`src/rtl/sccb_write_scheduler_if.sv`:
```
// Bus bundle between the two command requesters, the write scheduler and the SCCB master.
// The slave modport is the scheduler's view; the master modport is the requesters'/bus side.
interface sccb_write_scheduler_if;
    logic        cfg_valid;
    logic [15:0] cfg_cmd;
    logic        cfg_ready;
    logic        rt_valid;
    logic [15:0] rt_cmd;
    logic        rt_ready;
    logic        send;
    logic [7:0]  rega;
    logic [7:0]  value;
    logic        taken;
    logic        busy;
    logic        grant_src;
    logic        timeout_err;

    modport slave (
        input  cfg_valid, cfg_cmd, rt_valid, rt_cmd, taken,
        output cfg_ready, rt_ready, send, rega, value, busy, grant_src, timeout_err
    );

    modport master (
        output cfg_valid, cfg_cmd, rt_valid, rt_cmd, taken,
        input  cfg_ready, rt_ready, send, rega, value, busy, grant_src, timeout_err
    );
endinterface

```
`src/rtl/sccb_write_scheduler.sv`:
```
// Arbitrates boot-config and runtime register writes onto one SCCB master, spacing
// writes by a fixed gap, honouring 16'hFFF0 delay markers and timing out stuck writes.
module sccb_write_scheduler #(
    parameter int GAP_CYCLES     = 16,
    parameter int DELAY_CYCLES   = 50000,
    parameter int TIMEOUT_CYCLES = 1000000
) (
    input  logic                  clk,
    input  logic                  rst,
    sccb_write_scheduler_if.slave bus
);
    localparam int MAX_A   = (GAP_CYCLES > DELAY_CYCLES) ? GAP_CYCLES : DELAY_CYCLES;
    localparam int MAX_CYC = (MAX_A > TIMEOUT_CYCLES) ? MAX_A : TIMEOUT_CYCLES;
    localparam int CNT_W   = (MAX_CYC < 2) ? 1 : $clog2(MAX_CYC + 1);

    // Counter holds "cycles remaining after this one", so each phase loads length-1.
    localparam logic [CNT_W-1:0] GAP_LOAD = CNT_W'((GAP_CYCLES > 0) ? GAP_CYCLES - 1 : 0);
    localparam logic [CNT_W-1:0] DLY_LOAD = CNT_W'((DELAY_CYCLES > 0) ? DELAY_CYCLES - 1 : 0);
    localparam logic [CNT_W-1:0] TO_LOAD  = CNT_W'((TIMEOUT_CYCLES > 0) ? TIMEOUT_CYCLES - 1 : 0);
    localparam logic [15:0]      DELAY_MARKER = 16'hFFF0;

    typedef enum logic [1:0] {
        IDLE  = 2'd0,
        ISSUE = 2'd1,
        GAP   = 2'd2,
        DELAY = 2'd3
    } state_t;

    state_t           state_q, state_d;
    logic [CNT_W-1:0] cnt_q, cnt_d;
    logic [7:0]       rega_q, rega_d;
    logic [7:0]       value_q, value_d;
    logic             grant_q, grant_d;
    logic             terr_q, terr_d;
    logic [15:0]      cmd;

    always_ff @(posedge clk or posedge rst) begin
        if (rst) begin
            state_q <= IDLE;
            cnt_q   <= '0;
            rega_q  <= 8'h00;
            value_q <= 8'h00;
            grant_q <= 1'b0;
            terr_q  <= 1'b0;
        end else begin
            state_q <= state_d;
            cnt_q   <= cnt_d;
            rega_q  <= rega_d;
            value_q <= value_d;
            grant_q <= grant_d;
            terr_q  <= terr_d;
        end
    end

    always_comb begin
        state_d = state_q;
        cnt_d   = (cnt_q != '0) ? cnt_q - CNT_W'(1) : cnt_q;
        rega_d  = rega_q;
        value_d = value_q;
        grant_d = grant_q;
        terr_d  = 1'b0;
        cmd     = bus.cfg_cmd;
        unique case (state_q)
            IDLE: begin
                if ((bus.cfg_valid && bus.cfg_ready) || (bus.rt_valid && bus.rt_ready)) begin
                    grant_d = !bus.cfg_valid;
                    cmd     = bus.cfg_valid ? bus.cfg_cmd : bus.rt_cmd;
                    rega_d  = cmd[15:8];
                    value_d = cmd[7:0];
                    if (cmd == DELAY_MARKER) begin
                        state_d = DELAY;
                        cnt_d   = DLY_LOAD;
                    end else begin
                        state_d = ISSUE;
                        cnt_d   = TO_LOAD;
                    end
                end
            end
            ISSUE: begin
                // A taken arriving on the final timeout cycle counts as success.
                if (bus.taken || cnt_q == '0) begin
                    terr_d = !bus.taken;
                    if (GAP_CYCLES == 0) begin
                        state_d = IDLE;
                        cnt_d   = '0;
                    end else begin
                        state_d = GAP;
                        cnt_d   = GAP_LOAD;
                    end
                end
            end
            GAP, DELAY: begin
                if (cnt_q == '0) begin
                    state_d = IDLE;
                end
            end
        endcase
    end

    always_comb begin
        bus.cfg_ready   = (state_q == IDLE) && !rst;
        bus.rt_ready    = (state_q == IDLE) && !rst && !bus.cfg_valid;
        bus.send        = (state_q == ISSUE);
        bus.busy        = (state_q != IDLE);
        bus.rega        = rega_q;
        bus.value       = value_q;
        bus.grant_src   = grant_q;
        bus.timeout_err = terr_q;
    end
endmodule

```
`src/flat_wrapper.sv`:
```
// flat-port wrapper written by rule: the top's interface ports become plain ports
module sccb_write_scheduler_flat 
#(
    parameter int GAP_CYCLES     = 16,
    parameter int DELAY_CYCLES   = 50000,
    parameter int TIMEOUT_CYCLES = 1000000
)
  (clk, rst, bus_cfg_valid, bus_cfg_cmd, bus_rt_valid, bus_rt_cmd, bus_taken, bus_cfg_ready, bus_rt_ready, bus_send, bus_rega, bus_value, bus_busy, bus_grant_src, bus_timeout_err);
  sccb_write_scheduler_if bus_i ();
  input  logic clk;
  input  logic rst;
  input wire logic [$bits(bus_i.cfg_valid)-1:0] bus_cfg_valid;
  input wire logic [$bits(bus_i.cfg_cmd)-1:0] bus_cfg_cmd;
  input wire logic [$bits(bus_i.rt_valid)-1:0] bus_rt_valid;
  input wire logic [$bits(bus_i.rt_cmd)-1:0] bus_rt_cmd;
  input wire logic [$bits(bus_i.taken)-1:0] bus_taken;
  output wire logic [$bits(bus_i.cfg_ready)-1:0] bus_cfg_ready;
  output wire logic [$bits(bus_i.rt_ready)-1:0] bus_rt_ready;
  output wire logic [$bits(bus_i.send)-1:0] bus_send;
  output wire logic [$bits(bus_i.rega)-1:0] bus_rega;
  output wire logic [$bits(bus_i.value)-1:0] bus_value;
  output wire logic [$bits(bus_i.busy)-1:0] bus_busy;
  output wire logic [$bits(bus_i.grant_src)-1:0] bus_grant_src;
  output wire logic [$bits(bus_i.timeout_err)-1:0] bus_timeout_err;
  assign bus_i.cfg_valid = bus_cfg_valid;
  assign bus_i.cfg_cmd = bus_cfg_cmd;
  assign bus_i.rt_valid = bus_rt_valid;
  assign bus_i.rt_cmd = bus_rt_cmd;
  assign bus_i.taken = bus_taken;
  assign bus_cfg_ready = bus_i.cfg_ready;
  assign bus_rt_ready = bus_i.rt_ready;
  assign bus_send = bus_i.send;
  assign bus_rega = bus_i.rega;
  assign bus_value = bus_i.value;
  assign bus_busy = bus_i.busy;
  assign bus_grant_src = bus_i.grant_src;
  assign bus_timeout_err = bus_i.timeout_err;
  sccb_write_scheduler #(.GAP_CYCLES(GAP_CYCLES), .DELAY_CYCLES(DELAY_CYCLES), .TIMEOUT_CYCLES(TIMEOUT_CYCLES)) u_core (.clk(clk), .rst(rst), .bus(bus_i));
endmodule
```
`config.mk`:
```
export PLATFORM = sky130hd
export DESIGN_NAME = sccb_write_scheduler_flat
export DESIGN_NICKNAME = d
export VERILOG_FILES = /design/src/rtl/sccb_write_scheduler_if.sv /design/src/rtl/sccb_write_scheduler.sv /design/src/flat_wrapper.sv
export SDC_FILE = /design/constraint.sdc
export NUM_CORES = 1
export LEC_CHECK = 0
export CAP_MARGIN = 5
export CORE_UTILIZATION = 30
export CTS_CLUSTER_SIZE = 25
export DETAILED_ROUTE_END_ITERATION = 10
export PLACE_DENSITY_LB_ADDON = 0.05
export SYNTH_ARGS = -nofsm -noshare
export SYNTH_HDL_FRONTEND = slang
export SYNTH_SLANG_ARGS = --single-unit
```
`constraint.sdc`:
```
create_clock -name clk -period 4.7 [get_ports clk]
set_clock_uncertainty 0.2 [all_clocks]
set_input_delay 0.47 -clock clk [delete_from_list [all_inputs] [get_ports clk]]
set_output_delay 0.47 -clock clk [all_outputs]
set_load 0.05 [all_outputs]
```
Word level (Yosys, flattened, before mapping):

Index checks and enable logic that the tools add are counted.

* bits in registers: 40
* input bits: 37
* output and inout bits: 22

* add/subtract/negate cells: 1
* equal/unequal tests: 7
* muxes and demuxes: 13
* reduce and logical (&&, ||, !) cells: 16

Operators by type and width (number)
* $mux 20: 4
* $pmux 20 s2: 1
* $logic_not 20->1: 1
* $reduce_bool 20->1: 1
* $sub 20x1->20 const B: 1
* $eq 16x16->1 const B: 1
* $mux 16: 1
* $mux 2: 4
* $ne 2x1->1 const B: 3
* $pmux 2 s3: 1
* $eq 2x2->1 const B: 2
* $logic_and 1x1->1: 4
* $logic_not 1->1: 3
* $reduce_and 3->1: 1
* $eq 2x1->1 const B: 1
* $logic_not 2->1: 1
* $logic_or 1x1->1: 2
* $mux 1: 2
* $reduce_and 2->1: 1
* $reduce_bool 2->1: 1
* $reduce_or 2->1: 1

Longest topological paths before layout:

Gate-level depths: netlist (run 1).

* word-level depth: 7
* gate-level depth with buffers: 7
* depth with buffers taken out: 7

Worst setup path after synthesis (run 1):

No wires, ideal clock.

* path kind: register to register
* start: register u_core.state_q[0]
* end: register u_core.cnt_q[5]
* setup time: 0.123 ns
* arrival time: 2.714 ns
* data required time: 4.377 ns
* slack: 1.663 ns
* stages on the path, launching flop included: 6
* path buffers: 0
* period minus slack after synthesis: 3.037 ns
* path through: dfrtp_1 > nor3_1 > o21ai_1 > o211a_1 > nor2_4 > o21ai_1

* longest elaborated chain between the ends: 7
* elaborated cells between the ends (all ways): 9

Ends and longest elaborated chain
* start: declaration: line sccb_write_scheduler.sv:29 `state_t state_q, state_d;`
* start signal: assignment: line sccb_write_scheduler.sv:46 `state_q <= state_d;`
* $logic_not 2->1 (*): line sccb_write_scheduler.sv:101 `bus.cfg_ready = (state_q == IDLE) && !rst;`
* $logic_and 1x1->1 (*): line sccb_write_scheduler.sv:101
* named net bus_cfg_ready: line flat_wrapper.sv:17 `output wire logic [$bits(bus_i.cfg_ready)-1:0] bus_cfg_ready;`
* $logic_and 1x1->1: line sccb_write_scheduler.sv:102 `bus.rt_ready = (state_q == IDLE) && !rst && !bus.cfg_valid;`
* $logic_and 1x1->1: line sccb_write_scheduler.sv:65 `if ((bus.cfg_valid && bus.cfg_ready) || (bus.rt_valid && bus.rt_ready)) begin`
* $logic_or 1x1->1 (*): line sccb_write_scheduler.sv:65
* $mux 20 (*): line sccb_write_scheduler.sv:65
* $pmux 20 s2 (*): line sccb_write_scheduler.sv:63 `unique case (state_q)`
* named net u_core.cnt_d[5]: line sccb_write_scheduler.sv:30 `logic [CNT_W-1:0] cnt_q, cnt_d;`
* end signal: assignment: line sccb_write_scheduler.sv:47 `cnt_q <= cnt_d;`
* end: declaration: line sccb_write_scheduler.sv:30

Mark *: on every way through the listed nets, which the timed path passes. The rest lies on a longest branch.
A chain may end at the register's enable or synchronous reset.

Worst setup path after layout (run 1):

* start: input port rst
* end: output port bus_cfg_ready

* longest elaborated chain between the ends: 2

Ends and longest elaborated chain
* start: declaration: line flat_wrapper.sv:11 `input logic rst;`
* $logic_not 1->1: line sccb_write_scheduler.sv:101
* $logic_and 1x1->1: line sccb_write_scheduler.sv:101
* end: declaration: line flat_wrapper.sv:17

No other way between the ends.

==> flow_metrics.tcl, run 1 <==
set metrics [dict create \
    status "complete, no violations" \
    antenna_found_initial 0 \
    netlist.area_leader.share_pct 43.8 \
    power_switching_mw 0.839 \
    power_density_nw_per_um2 585 \
    hp-class "flip-flop to flip-flop" \
    grt_pass1_vias 1960 \
    grt_start_max_net_pins 43 \
    required_ns 4.03 \
    worst_skew_pair.late_latency_ns 0.29 \
    cap_violations 0 \
    netlist-cell-type-count 46 \
    cts_made_buffers 5 \
    nets 334 \
    finalNonFillerCells 396 \
    overflow 0 \
    synth.most_common_cell "dfrtp_1" \
    ys_warn_count 0 \
    row_count 31 \
    holdBufCountCts 0 \
    worst-slew-pin-transition_ns 0.536 \
    critPathMaxFanout 5 \
    path_class "primary input to primary output" \
    p_leak_nw 1.26 \
    vias 1969 \
    cts-resized-gates 0 \
    cts_root_buffer "clkbuf_8" \
    drcViolationCount 0 \
    io_pins 59 \
    setup_viol 0 \
    ys_top_cells_by_count "40 x dfrtp_1, 25 x nand2_1, 25 x o21ai_0" \
    cts_tree "yes" \
    cts.sinks 40 \
    tns_ns 0 \
    crit_path_start_kind "primary input" \
    synthCells 236 \
    ys_seq_area_share_pct 43.8 \
    yosys_most_used_dff "dfrtp_1" \
    critPathCaptureType "primary output" \
    fin_crit_ns 2.91 \
    slowest_stage "clkdlybuf4s50_1" \
    slowest_delay_ns 0.91 \
    combPwrFrac_pct 50.6 \
    cp.arrival_ns 2.24 \
    clockPowerShare_pct 13.5 \
    routed_wl_um 5950 \
    grtUsageTotal_pct 16.7 \
    portBuffers 58 \
    synthTopCellsByArea "dfrtp_1 44%, mux2i_1 9.2%, o21ai_0 5.5%, nand2_1 4.1%, xor2_1 3.1%" \
    postCtsSetupBuffers 0 \
    die_w_um 89.3 \
    synth.ff_latch_count 40 \
    synth_edf_count 0 \
    crit_chain "clkdlybuf4s50_1 > nor3_1 > clkdlybuf4s50_1" \
    rsz0062_at_grt "no" \
    viasPerCell 4.97 \
    internal-power_mw 0.961 \
    syn_nets 274 \
    wl_per_cell_um 15.0 \
    syn_to_final_growth_pct 34.5 \
    fmax_mhz 343 \
    synth.avg_cell_area_um2 9.69 \
    layout-drive-gt1-share_pct 9.43 \
    cts.path.max_buffers 2 \
    drv_slew 0 \
    hold_viol 0 \
    start_util_pct 31.4 \
    coreArea_um2 7290 \
    ir_drop_mv 0.245 \
    relSlewSlack_pct 64.2 \
    drtIter0Drc 48 \
    ant_nets 0 \
    dp.final_hpwl_um 4380 \
    clk_pin_slew_worst_paths_ns 0.08 \
    cts_max_level 2 \
    synthArstFlopShare_pct 100 \
    synth_area_um2 2290 \
    pwr-share-seq_pct 36.0 \
    swShare_pct 46.6 \
    grt_pass1_wl_um 10000 \
    yosys.area.top_type "dfrtp_1" \
    dieHeight_um 89.3 \
    dr.pass1.iters 4 \
    cp_common_cell "clkdlybuf4s50_1" \
    post-route-period-util_pct 62.0 \
    dp_cells 388 \
    place_congestion 0.700 \
    diodes 0 \
    die_area_um2 7980 \
]
==> final cells by class <==
class                           count  area (µm²)
Timing Repair Buffer               62         611
Inverter                            6        22.5
Tap cell                           99         124
Multi-Input combinational cell    181        1230
Fill cell                         763        4220
Clock buffer                        8        90.1
Sequential cell                    40        1000
==> state kept, by name (all words and copies together) (netlist names) <==
| register | flops |
|---|---|
| u_core.bus.grant_src | 1 |
| u_core.bus.timeout_err | 1 |
| u_core.bus.value | 8 |
| u_core.bus.rega | 8 |
| u_core.cnt_q | 20 |
| u_core.state_q | 2 |
==> power groups by stage <==
stage	clock network, mW	logic [mW]	registers, mW
floorplan	0	0.416	0.850
global placement	0	0.916	0.652
detailed placement	0	0.916	0.653
CTS	0.250	0.920	0.648
global route	0.266	0.995	0.670
finish	0.242	0.910	0.647
==> kinds of logic after synthesis <==
| logic type | count (synthesis) | share of synthesized area, % |
|---|---|---|
| mux | 22 | 9.68 |
| fa+ha+maj | 1 | 0.547 |
| buf+inv | 15 | 2.68 |
| compound gates | 54 | 15.2 |
| xor+xnor | 8 | 3.06 |
| simple gates | 96 | 25.1 |
| flops | 40 | 43.8 |
==> critical path, delay by kind of cell <==
kind,cells,cell delay [ns]
buffers and inverters,2,1.35
and+or+nand+nor,1,0.43
==> worst paths after layout <==
path                                         start                endpoint  slack, ns  cells past startpoint
min in group asynchronous                      rst  u_core.bus.timeout_err       0.48                      3
max in group asynchronous                      rst     u_core.bus.value[1]       3.45                      3
worst max-delay path                           rst           bus_cfg_ready       1.79                      3
worst min-delay path            u_core.bus.rega[2]      u_core.bus.rega[2]       0.29                      2
worst max register to register     u_core.cnt_q[0]         u_core.cnt_q[9]       2.09                      7
worst min register to register  u_core.bus.rega[2]      u_core.bus.rega[2]       0.29                      2
==> metal layers <==
metal / routed length, µm / global-route usage, %
met1: 2780 / 21.3
met2: 2850 / 27.9
met3: 272 / 4.80
met4: 36 / 4.33
met5: 0 / 0
==> metrics by stage <==
step	total power, mW	setup slack, ns	hold WS, ns	utilization (%)	instance area (µm²)
after floorplan	1.27	1.66	0.281	-	2290
after global placement	1.57	1.81	0.264	41.0	2990
after detailed placement	1.57	1.78	0.274	41.0	2990
after CTS	1.82	1.77	0.292	42.2	3080
after global routing	1.93	1.64	0.305	42.2	3080
final	1.80	1.79	0.285	42.2	3080
==> placed cells by master, fill, tap and decap left out, types with 7 or more instances in the layout <==
master and n:
nor2_1 15, nor3_1 10, o21ai_0 25, dfrtp_1 40
nand2_1 25, clkdlybuf4s50_1 58, nand4_1 7, a21oi_1 12
mux2i_1 21, xor2_1 8
(Power assumes the default switching activity.)
==> run 2: changes to the inputs <==
==> constraint.sdc (replaced) <==
create_clock -name clk -period 2.55 [get_ports clk]
set_clock_uncertainty 0.2 [all_clocks]
set_input_delay 0.255 -clock clk [delete_from_list [all_inputs] [get_ports clk]]
set_output_delay 0.255 -clock clk [all_outputs]
set_load 0.05 [all_outputs]
==> run 2 against run 1 <==
Global-route usage rose by 0.54 points; first-iteration DRC count rose by 52%; die area did not move; combinational power rose by 90%; setup slack got worse by 1.6 ns; via count rose by 3.3%; wire length rose by 3.3%; cell count rose by 2.3%; sequential power rose by 87%; clock power rose by 120%; critical path depth fell by 1; non-clock buffer count rose by 9; largest cell class unchanged; highest routed layer unchanged.
==> flow_metrics.tcl, run 2 (synthesis gave the netlist of run 1 again) <==
set metrics [dict create \
    status "complete, no violations" \
    nets 343 \
    layout_common_cells "56 x clkdlybuf4s50_1, 40 x dfrtp_1, 25 x nand2_1, 25 x o21ai_0, 21 x mux2i_1" \
    power_density_nw_per_um2 1090 \
    rsz0062_at_grt "no" \
    tns_ns 0 \
    path_class "flip-flop to primary output" \
    worst-slew-pin-transition_ns 0.578 \
    grt_pass1_vias 2027 \
    cts-resized-gates 0 \
    crit_chain "nor2b_1 > clkdlybuf4s50_1" \
    portBuffers 58 \
    fin_crit_ns 2.31 \
    fmax_mhz 432 \
    dr.pass1.iters 4 \
    dieHeight_um 89.3 \
    cap_violations 0 \
    swShare_pct 45.5 \
    final_common_cell "clkdlybuf4s50_1" \
    pwr-share-seq_pct 34.8 \
    met2_length_um 2940 \
    coreArea_um2 7290 \
    vias 2034 \
    drtIter0Drc 73 \
    ant_nets 0 \
    holdBufCountCts 0 \
    slowest_stage "clkdlybuf4s50_1" \
    setup_viol 0 \
    clockPowerShare_pct 15.1 \
    place_ws_ns 0.0741 \
    row_count 31 \
    regMostFlops "u_core.cnt_q" \
    layout-drive-gt1-share_pct 13.4 \
    hold_viol 0 \
    worst_skew_pair.late_latency_ns 0.29 \
    reg2reg_slack_ns 0.30 \
    p_leak_nw 1.33 \
    cts_max_level 2 \
    crit_path_start_kind "flip-flop" \
    grt_pass1_wl_um 10400 \
    top_layer "met4" \
    hp-class "primary input to async pin" \
    largest_reg_flops 20 \
    cp.arrival_ns 1.86 \
    required_ns 2.10 \
    cts.sinks 40 \
    cts_made_buffers 5 \
    cts.path.max_buffers 2 \
    place_congestion 0.830 \
    cts_root_buffer "clkbuf_8" \
    die_w_um 89.3 \
    ir_drop_mv 0.489 \
    viasPerCell 5.02 \
    drcViolationCount 0 \
    met3_length_um 289 \
    overflow 0 \
    diodes 0 \
    critPathCaptureType "primary output" \
    post-route-period-util_pct 90.8 \
    syn_to_final_growth_pct 39.3 \
    combPwrFrac_pct 50.1 \
    cts_tree "yes" \
    start_util_pct 31.4 \
    met1Wirelength_um 2880 \
    grt_start_max_net_pins 38 \
    relSlewSlack_pct 61.5 \
    wl_per_cell_um 15.2 \
    io_pins 59 \
    antenna_found_initial 0 \
    grtUsageTotal_pct 17.3 \
    drv_slew 0 \
    postCtsSetupBuffers 0 \
    die_area_um2 7980 \
    routed_wl_um 6140 \
    fin_ws_ns 0.236 \
    internal-power_mw 1.88 \
    clk_pin_slew_worst_paths_ns 0.08 \
    dp.final_hpwl_um 4620 \
    slowest_delay_ns 0.83 \
    critPathMaxFanout 8 \
    power_switching_mw 1.58 \
]
-- run 2: worst paths after layout --
check                                        start                      to  cells after the start
max in group asynchronous                      rst      u_core.bus.rega[6]                      3
worst max register to register     u_core.cnt_q[0]         u_core.cnt_q[6]                      7
worst max-delay path             u_core.state_q[0]                bus_send                      2
worst min-delay path                           rst  u_core.bus.timeout_err                      2
worst min register to register  u_core.bus.rega[4]      u_core.bus.rega[4]                      2
min in group clk                u_core.bus.rega[4]      u_core.bus.rega[4]                      2
-- run 2: final cells by class --
class | instances | area, µm²
clock buffer | 6 | 72.6
clock inverter | 2 | 35.0
fill | 739 | 4110
inverter | 6 | 22.5
multi-input combinational | 181 | 1230
sequential | 40 | 1000
tap | 99 | 124
timing repair buffer | 71 | 698
-- run 2: power groups by stage --
stage | registers (mW) | logic, mW | clock network [mW]
4_1_cts | 1.21 | 1.75 | 0.545
3_3_place_gp | 1.21 | 1.74 | 0
2_1_floorplan | 1.57 | 0.768 | 0
5_1_grt | 1.25 | 1.90 | 0.565
3_5_place_dp | 1.21 | 1.74 | 0
6_report | 1.21 | 1.73 | 0.523
-- run 2: metal layers --
metal / vias up / GRT usage (%)
li1: 1007 / -
met1: 975 / 23.3
met2: 48 / 28.0
met3: 4 / 4.16
met4: 0 / 3.90
met5: - / 0
-- run 2: critical path, delay by kind of cell, from the launching register on --
kind,cells,cell delay (ns)
buf+inv,1,0.83
flops,1,0.52
simple gates,1,0.22
-- run 2: stage by stage --
step	cells	power, mW	util [%]	cell area, µm²	hold slack, ns
floorplan	236	2.34	-	2290	0.126
global placement	397	2.95	42.2	3080	0.262
detailed placement	397	2.95	42.2	3080	0.274
CTS	405	3.50	43.7	3190	0.215
global route	405	3.71	43.7	3190	0.225
finish	405	3.46	43.7	3190	0.194
